### src/rtl/ltl_mon_pkg.sv
// Shared types and constants for the LTL monitor hub.
// States of the first-violation capture FSM plus alignment limits.
package ltl_mon_pkg;

    typedef enum logic [1:0] {
        ARMED    = 2'd0,
        CAPTURED = 2'd1,
        CLEAR    = 2'd2
    } mon_state_t;

    localparam int MAX_AUTO_LAT = 7;
    localparam int TS_W         = 32;

endpackage

### src/rtl/ltl_mon_delay.sv
// Width/depth parametrised shift register with synchronous reset.
// DEPTH of 0 degenerates to a straight wire.
module ltl_mon_delay #(
    parameter int W     = 8,
    parameter int DEPTH = 1
) (
    input  logic         clk,
    input  logic         reset,
    input  logic [W-1:0] din,
    output logic [W-1:0] dout
);

    if (DEPTH == 0) begin : g_pass
        assign dout = din;
    end else begin : g_line
        logic [W-1:0] stage [DEPTH];

        always_ff @(posedge clk) begin
            if (reset) begin
                for (int i = 0; i < DEPTH; i++) stage[i] <= '0;
            end else begin
                stage[0] <= din;
                for (int i = 1; i < DEPTH; i++) stage[i] <= stage[i-1];
            end
        end

        assign dout = stage[DEPTH-1];
    end

endmodule

### src/rtl/ltl_monitor_hub.sv
// LTL monitor hub: symbol forwarding, tap alignment, sticky flags, counters, capture.
// Optional LTL_MON_TIMESTAMP_EN adds a free-running cycle counter and first_ts.
module ltl_monitor_hub
    import ltl_mon_pkg::*;
#(
    parameter int NUM_PROPS = 4,
    parameter int NUM_TAPS  = 4,
    parameter int SYM_W     = 8,
    parameter int AUTO_LAT  = 1,
    parameter int CNT_W     = 16
) (
    input  logic                            clk,
    input  logic                            reset,
    input  logic                            run,
    input  logic [SYM_W-1:0]                symbols,
    output logic                            auto_run,
    output logic [SYM_W-1:0]                auto_symbols,
    input  logic [NUM_PROPS*NUM_TAPS-1:0]   auto_hits,
    output logic [NUM_PROPS-1:0]            viol,
    output logic [NUM_PROPS-1:0]            sticky,
    output logic                            viol_any,
    input  logic [$clog2(NUM_PROPS)-1:0]    cnt_sel,
    output logic [CNT_W-1:0]                cnt_rdata,
    output logic                            first_valid,
    output logic [$clog2(NUM_PROPS)-1:0]    first_prop,
    output logic [SYM_W-1:0]                first_sym,
    output logic                            first_multi,
    output logic                            irq,
    input  logic                            clr_req,
    output logic                            clr_ack
`ifdef LTL_MON_TIMESTAMP_EN
    ,
    output logic [TS_W-1:0]                 first_ts
`endif
);

    localparam int SEL_W = $clog2(NUM_PROPS);
    localparam int LAT   = (AUTO_LAT > MAX_AUTO_LAT) ? MAX_AUTO_LAT : AUTO_LAT;

    mon_state_t           state_q, state_d;
    logic                 run_al;
    logic [SYM_W-1:0]     sym_al;
    logic [NUM_PROPS-1:0] hit;
    logic [SEL_W-1:0]     lo_idx;
    logic                 capture, in_clear;
    logic [CNT_W-1:0]     cnt_q [NUM_PROPS];

    always_ff @(posedge clk) begin
        if (reset) begin
            auto_run     <= 1'b0;
            auto_symbols <= '0;
        end else begin
            auto_run     <= run;
            auto_symbols <= symbols;
        end
    end

    ltl_mon_delay #(
        .W     (SYM_W + 1),
        .DEPTH (LAT)
    ) u_align (
        .clk   (clk),
        .reset (reset),
        .din   ({auto_run, auto_symbols}),
        .dout  ({run_al, sym_al})
    );

    always_comb begin
        hit = '0;
        for (int p = 0; p < NUM_PROPS; p++)
            hit[p] = run_al & (|auto_hits[p*NUM_TAPS +: NUM_TAPS]);
    end

    // Scan downward so the lowest hitting index wins.
    always_comb begin
        lo_idx = '0;
        for (int p = NUM_PROPS - 1; p >= 0; p--)
            if (hit[p]) lo_idx = SEL_W'(p);
    end

    always_ff @(posedge clk) begin
        if (reset) state_q <= ARMED;
        else       state_q <= state_d;
    end

    always_comb begin
        state_d = state_q;
        unique case (state_q)
            ARMED: begin
                if (clr_req)   state_d = CLEAR;
                else if (|hit) state_d = CAPTURED;
            end
            CAPTURED: if (clr_req) state_d = CLEAR;
            CLEAR:    state_d = ARMED;
            default:  state_d = ARMED;
        endcase
    end

    always_comb begin
        in_clear = (state_q == CLEAR);
        capture  = (state_q == ARMED) && (|hit);
        clr_ack  = in_clear;
    end

    always_ff @(posedge clk) begin
        if (reset) viol <= '0;
        else       viol <= hit;
    end

    always_ff @(posedge clk) begin
        if (reset || in_clear) begin
            for (int p = 0; p < NUM_PROPS; p++) cnt_q[p] <= '0;
            sticky      <= '0;
            first_valid <= 1'b0;
            first_prop  <= '0;
            first_sym   <= '0;
            first_multi <= 1'b0;
        end else begin
            for (int p = 0; p < NUM_PROPS; p++)
                if (hit[p] && (cnt_q[p] != '1))
                    cnt_q[p] <= cnt_q[p] + CNT_W'(1);
            sticky <= sticky | hit;
            if (capture) begin
                first_valid <= 1'b1;
                first_prop  <= lo_idx;
                first_sym   <= sym_al;
                first_multi <= |(hit & (hit - NUM_PROPS'(1)));
            end
        end
    end

`ifdef LTL_MON_TIMESTAMP_EN
    logic [TS_W-1:0] ts_q;

    always_ff @(posedge clk) begin
        if (reset) ts_q <= '0;
        else       ts_q <= ts_q + TS_W'(1);
    end

    always_ff @(posedge clk) begin
        if (reset || in_clear) first_ts <= '0;
        else if (capture)      first_ts <= ts_q;
    end
`endif

    assign viol_any  = |viol;
    assign irq       = first_valid;
    assign cnt_rdata = cnt_q[cnt_sel];

endmodule

### config.mk
export PLATFORM = sky130hd
export DESIGN_NAME = ltl_monitor_hub
export DESIGN_NICKNAME = d
export VERILOG_FILES = /design/src/rtl/ltl_mon_pkg.sv /design/src/rtl/ltl_mon_delay.sv /design/src/rtl/ltl_monitor_hub.sv
export SDC_FILE = /design/constraint.sdc
export NUM_CORES = 1
export LEC_CHECK = 0
export CAP_MARGIN = 20
export CORE_ASPECT_RATIO = 0.6
export CORE_MARGIN = 2
export CORE_UTILIZATION = 30
export DETAILED_ROUTE_END_ITERATION = 8
export HOLD_SLACK_MARGIN = 0.1
export SYNTH_ARGS = -nofsm -noshare
export SYNTH_HDL_FRONTEND = slang
export SYNTH_HIERARCHICAL = 1
export SYNTH_SLANG_ARGS = --single-unit
### constraint.sdc
create_clock -name clk -period 5.6 [get_ports clk]
set_input_delay 0.84 -clock clk [delete_from_list [all_inputs] [get_ports clk]]
set_output_delay 0.84 -clock clk [all_outputs]
set_load 0.02 [all_outputs]
==> results of run 1 <==
-- sequential cells by signal, summed over array words and instances, names as in the netlist --
name	count
sticky	4
first_sym	8
auto_symbols	8
first_valid	1
state_q	2
u_align/g_line.stage	9
viol	4
cnt_q	64
first_prop	2
auto_run	1
first_multi	1
-- routing by layer --
metal	track usage (%)	routed length, microns	part of all wire (%)
met5	0	0	0
met4	3.72	157	1.1
met3	3.68	885	6.5
met2	22.7	6180	45
met1	21.1	6490	47
-- cell families (layout without fill, tap and decap cells) --
kind of cell,count (synthesis),in the layout,synth area share [%]
and+or+nand+nor,233,233,22.4
xor gates and xnor gates,57,57,9.62
buffers and inverters,29,116,2.89
DFF,104,104,52.4
AOI/OAI and AO/OA,31,31,4.65
muxes,16,16,7.01
adders and majority gates,4,4,0.964
-- metrics by stage --
step | setup slack [ns] | instances | total power [uW]
after floorplan | 2.62 | 474 | 1040
after global placement | 1.58 | 777 | 1140
after detailed placement | 1.52 | 777 | 1150
after CTS | 1.52 | 793 | 1780
after global routing | 1.76 | 795 | 1820
final | 1.87 | 795 | 1760
-- layout make-up --
| type | count | area share [%] |
|---|---|---|
| multi-input cells | 341 | 35.6 |
| clock inverters | 7 | 1.02 |
| clock buffers | 9 | 3.45 |
| well taps | 234 | 4.49 |
| inverters | 14 | 0.806 |
| repair buffers | 86 | 12.9 |
| flip-flops and latches | 104 | 41.7 |
-- final timing paths --
| kind | from | to | cells after the start |
|---|---|---|---|
| min reg2reg | u_align/g_line.stage[0][3]$_SDFF_PP0_ | first_sym[3]$_SDFFE_PP0P_ | 2 |
| min | u_align/g_line.stage[0][3]$_SDFF_PP0_ | first_sym[3]$_SDFFE_PP0P_ | 2 |
| max reg2reg | cnt_q[1][0]$_SDFFCE_PN0P_ | cnt_q[1][8]$_SDFFCE_PN0P_ | 5 |
| max | cnt_sel[1] | cnt_rdata[2] | 4 |
-- power breakdown --
part | internal, uW | switching, uW
sequential | 858 | 60.5
clock | 317 | 310
combinational | 108 | 106
total | 1280 | 477
-- layout by cell type (no fill, tap or decap), drive strengths merged, types with 18 or more instances in the layout --
cell type,instances
inv,21
nor4,21
dfxtp,40
edfxtp,64
nand2,28
nor2,91
nand3,26
xnor2,45
nand4,18
clkdlybuf4s50,77
nor2b,19
-- worst max-delay path, cell delays in order --
cell,delay [ns]
clkdlybuf4s50_1,0.73
buf_8,0.23
mux4_1,0.55
clkdlybuf4s50_1,0.55
==> results by group, run 1 <==
Drt
  – DR pass1 iterations: 4
  – Final ANT Viol Nets: 0
  – WL/cell: about 17 microns
  – Total wire length: between 10 and 15 mm
  – Via Count: just under 4000
  – DRT iter0 DRCs: roughly 320
  – Number of remaining DRC errors: 0
  – Via density: roughly 4.9

Global routing
  – Initial antenna violation count: 0
  – Vias in the first global route: around 3700
  – First-pass GRT wire length: roughly 21 mm
  – Largest net degree at the start of global routing: 27
  – Aggregate global routing overflow: 0
  – Total Routing Usage GR: between 10% and 20%

Yosys
  – Gate Count Post-Synth: roughly 470
  – Primary FF master, synth: edfxtp_1
  – Post-synthesis sequential area ratio: between 50% and 60%
  – Largest area contributor in the netlist: edfxtp_1
  – Synth Warn #: 6
  – Top-area cell type share of the netlist area: about 37%
  – EDFF count, synth: 64
  – Top-count cell post-synth: nor2_1
  – Synth top area cells: edfxtp_1, dfxtp_1, xnor2_1
  – Syn_nets: 508
  – Mapped Area: 5190 sq um
  – Netlist cell types: 41
  – FF+latch count, synth: between 100 and 150
  – Fraction of registers with async set/reset: 0%
  – Most frequent cells after synthesis: nor2_1, edfxtp_1, xnor2_1
  – Synthesized area per cell: about 11 sq um

Clock tree
  – Post-CTS setup buffer count: 0
  – # hold bufs at CTS: 0
  – Clk buf depth: 2
  – Htree depth: 3
  – CTS tree: done
  – Worst-path clk slew: ~0.070 ns
  – Clock sink count: roughly 100
  – Clock buffer count from CTS: 9
  – CTS resizes: 0
  – Worst skew pair latency: between 0.3 and 0.4 ns
  – Clock root buffer: clkbuf_16

Cells and area
  – Final #Nets: between 500 and 600
  – Fin util: between 30% and 40%
  – # fillers: 1677
  – ANT cells: 0
  – FF+latch area: between 2000 and 3000 sq um
  – Design area: ~6500 sq um
  – Area grow syn2layout: 25.6%
  – Multi-input gate area: 2320 sq um
  – Share of cells above drive strength 1: around a tenth

Worst setup path
  – Kind of critical path: in2out
  – Worst-path maximum fanout: 11
  – Crit path launch type: primary input
  – Crit end category: output pin
  – Worst EP required: roughly 4.8 ns
  – Worst path arrival time: 2.89 ns
  – Reg2Reg Setup Slack: 3.05 ns

STA
  – Setup violators final: 0
  – Achievable frequency: ~270 MHz
  – RSZ-0062 raised after global routing: false
  – Final hold viol count: 0
  – Final min period: 3.73 ns
  – Layout Skew: between 0.008 and 0.009 ns
  – Setup TNS: 0 ns
  – Crit share post-route: 66.7%
  – Worst-margin pin slew: roughly 0.98 ns
  – Relative slew slack: about a third
  – Hold Slack: between 0.4 and 0.5 ns
  – Slew Limit Fails: 0

Die
  – I/O pins: 78
  – Initial Utilization: 30.5%
  – Die area: 18400 sq um
  – Height of the chip: 106 microns
  – Die width: 174 microns
  – Cell Rows: 37
  – Total core area: ~17000 sq um

Placement
  – # port buffers: 77
  – Dpl hpwl: around 10 mm
  – Placed cell areas: between 6000 and 7000 sq um
  – GP Congestion: ~0.9

Pwr
  – Max IR drop VDD: approximately 0.00014 V
  – Pwr dens: 270 nW/um^2
  – Static leakage: a little over 0.002 uW

Outcome
  – Status: complete, no violations

Min path
  – Min-delay worst type: reg2reg

Run
  – Max-cap violations: 0
(Power assumes the default switching activity.)
==> inputs of run 2 (changes only) <==
- clock period: 5.6 -> 3.01 ns (I/O delays scaled with it)
==> run 2 against run 1 <==
Clock-buffer cell count up 1. Core utilization is 0.35 points higher. Combinational power grew 89%. Flip-flop and latch count unchanged. Sequential power rose by 85%.
==> results by group, run 2 (synthesis results as in run 1) <==
Outcome
  – Status: complete, no violations

STA
  – RSZ-0062 raised after global routing: false
  – Layout Skew: 0.0130 ns (+0.00415 ns)
  – Setup TNS: 0 ns (unchanged)
  – Final min period: ~2.8 ns
  – Setup violators final: 0 (unchanged)
  – Slew Limit Fails: 0 (unchanged)
  – Final hold viol count: 0 (unchanged)
  – Achievable frequency: 355 MHz
  – Relative slew slack: 45.9% (+12 points)
  – Crit share post-route: roughly 94%
  – Hold Slack: 0.456 ns (+0.00175 ns)
  – Worst-margin pin slew: 0.812 ns (-0.164 ns)

Cells and area
  – Most frequent cells in the layout: nor2_1, clkdlybuf4s50_1, edfxtp_1, xnor2_1, dfxtp_1
  – ANT cells: 0 (unchanged)
  – Most common cell after layout, fill and taps aside: nor2_1
  – # fillers: 1672 (-0.30%)
  – Share of cells above drive strength 1: 10.1% (+0.64 points)
  – Largest register by flop count: cnt_q
  – Biggest regs: cnt_q x64, u_align/g_line.stage x9
  – Area grow syn2layout: 26.8%
  – Final #Nets: 594 (+0.68%)
  – Max reg flops: 64 (unchanged)

Pwr
  – Pwr dens: 505 nW/um^2 (+87%)
  – Max IR drop VDD: 0.000293 V (+110%)
  – Static leakage: 0.00208 uW (+1.4%)

Die
  – I/O pins: 78 (unchanged)
  – Die width: 174 microns (unchanged)
  – Height of the chip: 106 microns (unchanged)
  – Die area: 18400 sq um (unchanged)
  – Cell Rows: 37 (unchanged)
  – Total core area: 17000 sq um (unchanged)
  – Initial Utilization: 30.5% (unchanged)

Clock tree
  – Worst-path clk slew: 0.07 ns (about the same)
  – CTS tree: done
  – Post-CTS setup buffer count: 0 (unchanged)
  – Clock buffer count from CTS: 9 (unchanged)
  – Clk buf depth: 2 (unchanged)
  – Clock sink count: 104 (unchanged)
  – Clock root buffer: clkbuf_16
  – Htree depth: 3 (unchanged)
  – # hold bufs at CTS: 0 (unchanged)
  – Worst skew pair latency: 0.35 ns (about the same)
  – CTS resizes: 0 (unchanged)

Global routing
  – Aggregate global routing overflow: 0 (unchanged)
  – First-pass GRT wire length: 21.3 mm (+1.7%)
  – Largest net degree at the start of global routing: 24 (-11%)
  – Initial antenna violation count: 0 (unchanged)
  – Vias in the first global route: 3814 (+3.0%)
  – Total Routing Usage GR: 15.0% (+0.21 points)

Worst setup path
  – Worst-path maximum fanout: 12 (+1)
  – Reg2Reg Setup Slack: 0.47 ns (-2.58 ns)
  – Worst path arrival time: 2.37 ns (-0.52 ns)
  – Worst EP required: 2.56 ns (-2.20 ns)
  – Crit end category: output pin
  – Crit path launch type: primary input
  – Kind of critical path: in2out

Drt
  – WL/cell: 17.0 microns (-1.3%)
  – Via density: 4.92 (-0.27%)
  – Total wire length: 13.6 mm (-0.85%)
  – Final ANT Viol Nets: 0 (unchanged)
  – Via Count: 3928 (+0.23%)
  – DR pass1 iterations: 5 (+1)
  – Number of remaining DRC errors: 0 (unchanged)
  – DRT iter0 DRCs: 309 (-4.0%)

Run
  – Max-cap violations: 0 (unchanged)

Placement
  – GP Congestion: 0.866 (-1.5%)
  – Dpl hpwl: 10.2 mm (about the same)
  – # port buffers: 77 (unchanged)

Min path
  – Min-delay worst type: reg2reg
run 2: area by class of cell:
type | count | area (sq um) | share of cell area (%)
clock buffers | 10 | 250 | 3.80
clock inverters | 6 | 62.6 | 0.951
inverters | 14 | 52.6 | 0.799
multi-input cells | 341 | 2320 | 35.2
flip-flops and latches | 104 | 2720 | 41.4
well taps | 234 | 293 | 4.45
repair buffers | 90 | 881 | 13.4
run 2: power by group:
| group | switching, uW | total [uW] | internal (uW) |
|---|---|---|---|
| Clock | 576 | 1210 | 636 |
| Sequential | 109 | 1700 | 1600 |
| Combinational | 201 | 406 | 205 |
| Total | 886 | 3320 | 2440 |
run 2: metal layers:
metal | GRT usage (%) | vias to the layer above | share of wire, %
li1 | - | 1889 | -
met1 | 21.9 | 1926 | 49
met2 | 22.5 | 99 | 44
met3 | 2.97 | 14 | 4.7
met4 | 4.80 | 0 | 1.7
met5 | 0 | - | 0
run 2: worst max-delay path, stage by stage:
cell and delay (ns):
clkdlybuf4s50_1 0.61, buf_12 0.20, mux4_2 0.53, clkdlybuf4s50_1 0.57
run 2: final timing paths:
| check | startpoint | to | depth (start not counted) |
|---|---|---|---|
| max | cnt_sel[1] | cnt_rdata[5] | 4 |
| min | u_align/g_line.stage[0][7]$_SDFF_PP0_ | first_sym[7]$_SDFFE_PP0P_ | 2 |
| max reg2reg | cnt_q[1][1]$_SDFFCE_PN0P_ | cnt_q[1][6]$_SDFFCE_PN0P_ | 5 |
| min reg2reg | u_align/g_line.stage[0][7]$_SDFF_PP0_ | first_sym[7]$_SDFFE_PP0P_ | 2 |
run 2: stage by stage:
step	worst slack (ns)	total power, uW	instances	cell area (sq um)	util, %
floorplan	0.324	1930	474	5190	-
global placement	0.219	2130	783	6270	36.8
detailed placement	0.186	2140	783	6270	36.8
CTS	0.184	3350	799	6580	38.6
global route	0.149	3440	799	6580	38.6
finish	0.192	3320	799	6580	38.6
==> inputs of run 3 (changes only) <==
- GPL_ROUTABILITY_DRIVEN: unset -> 0
==> results of run 3 <==
Same layout as run 2: the final DEF is identical, and so are final timing and power.
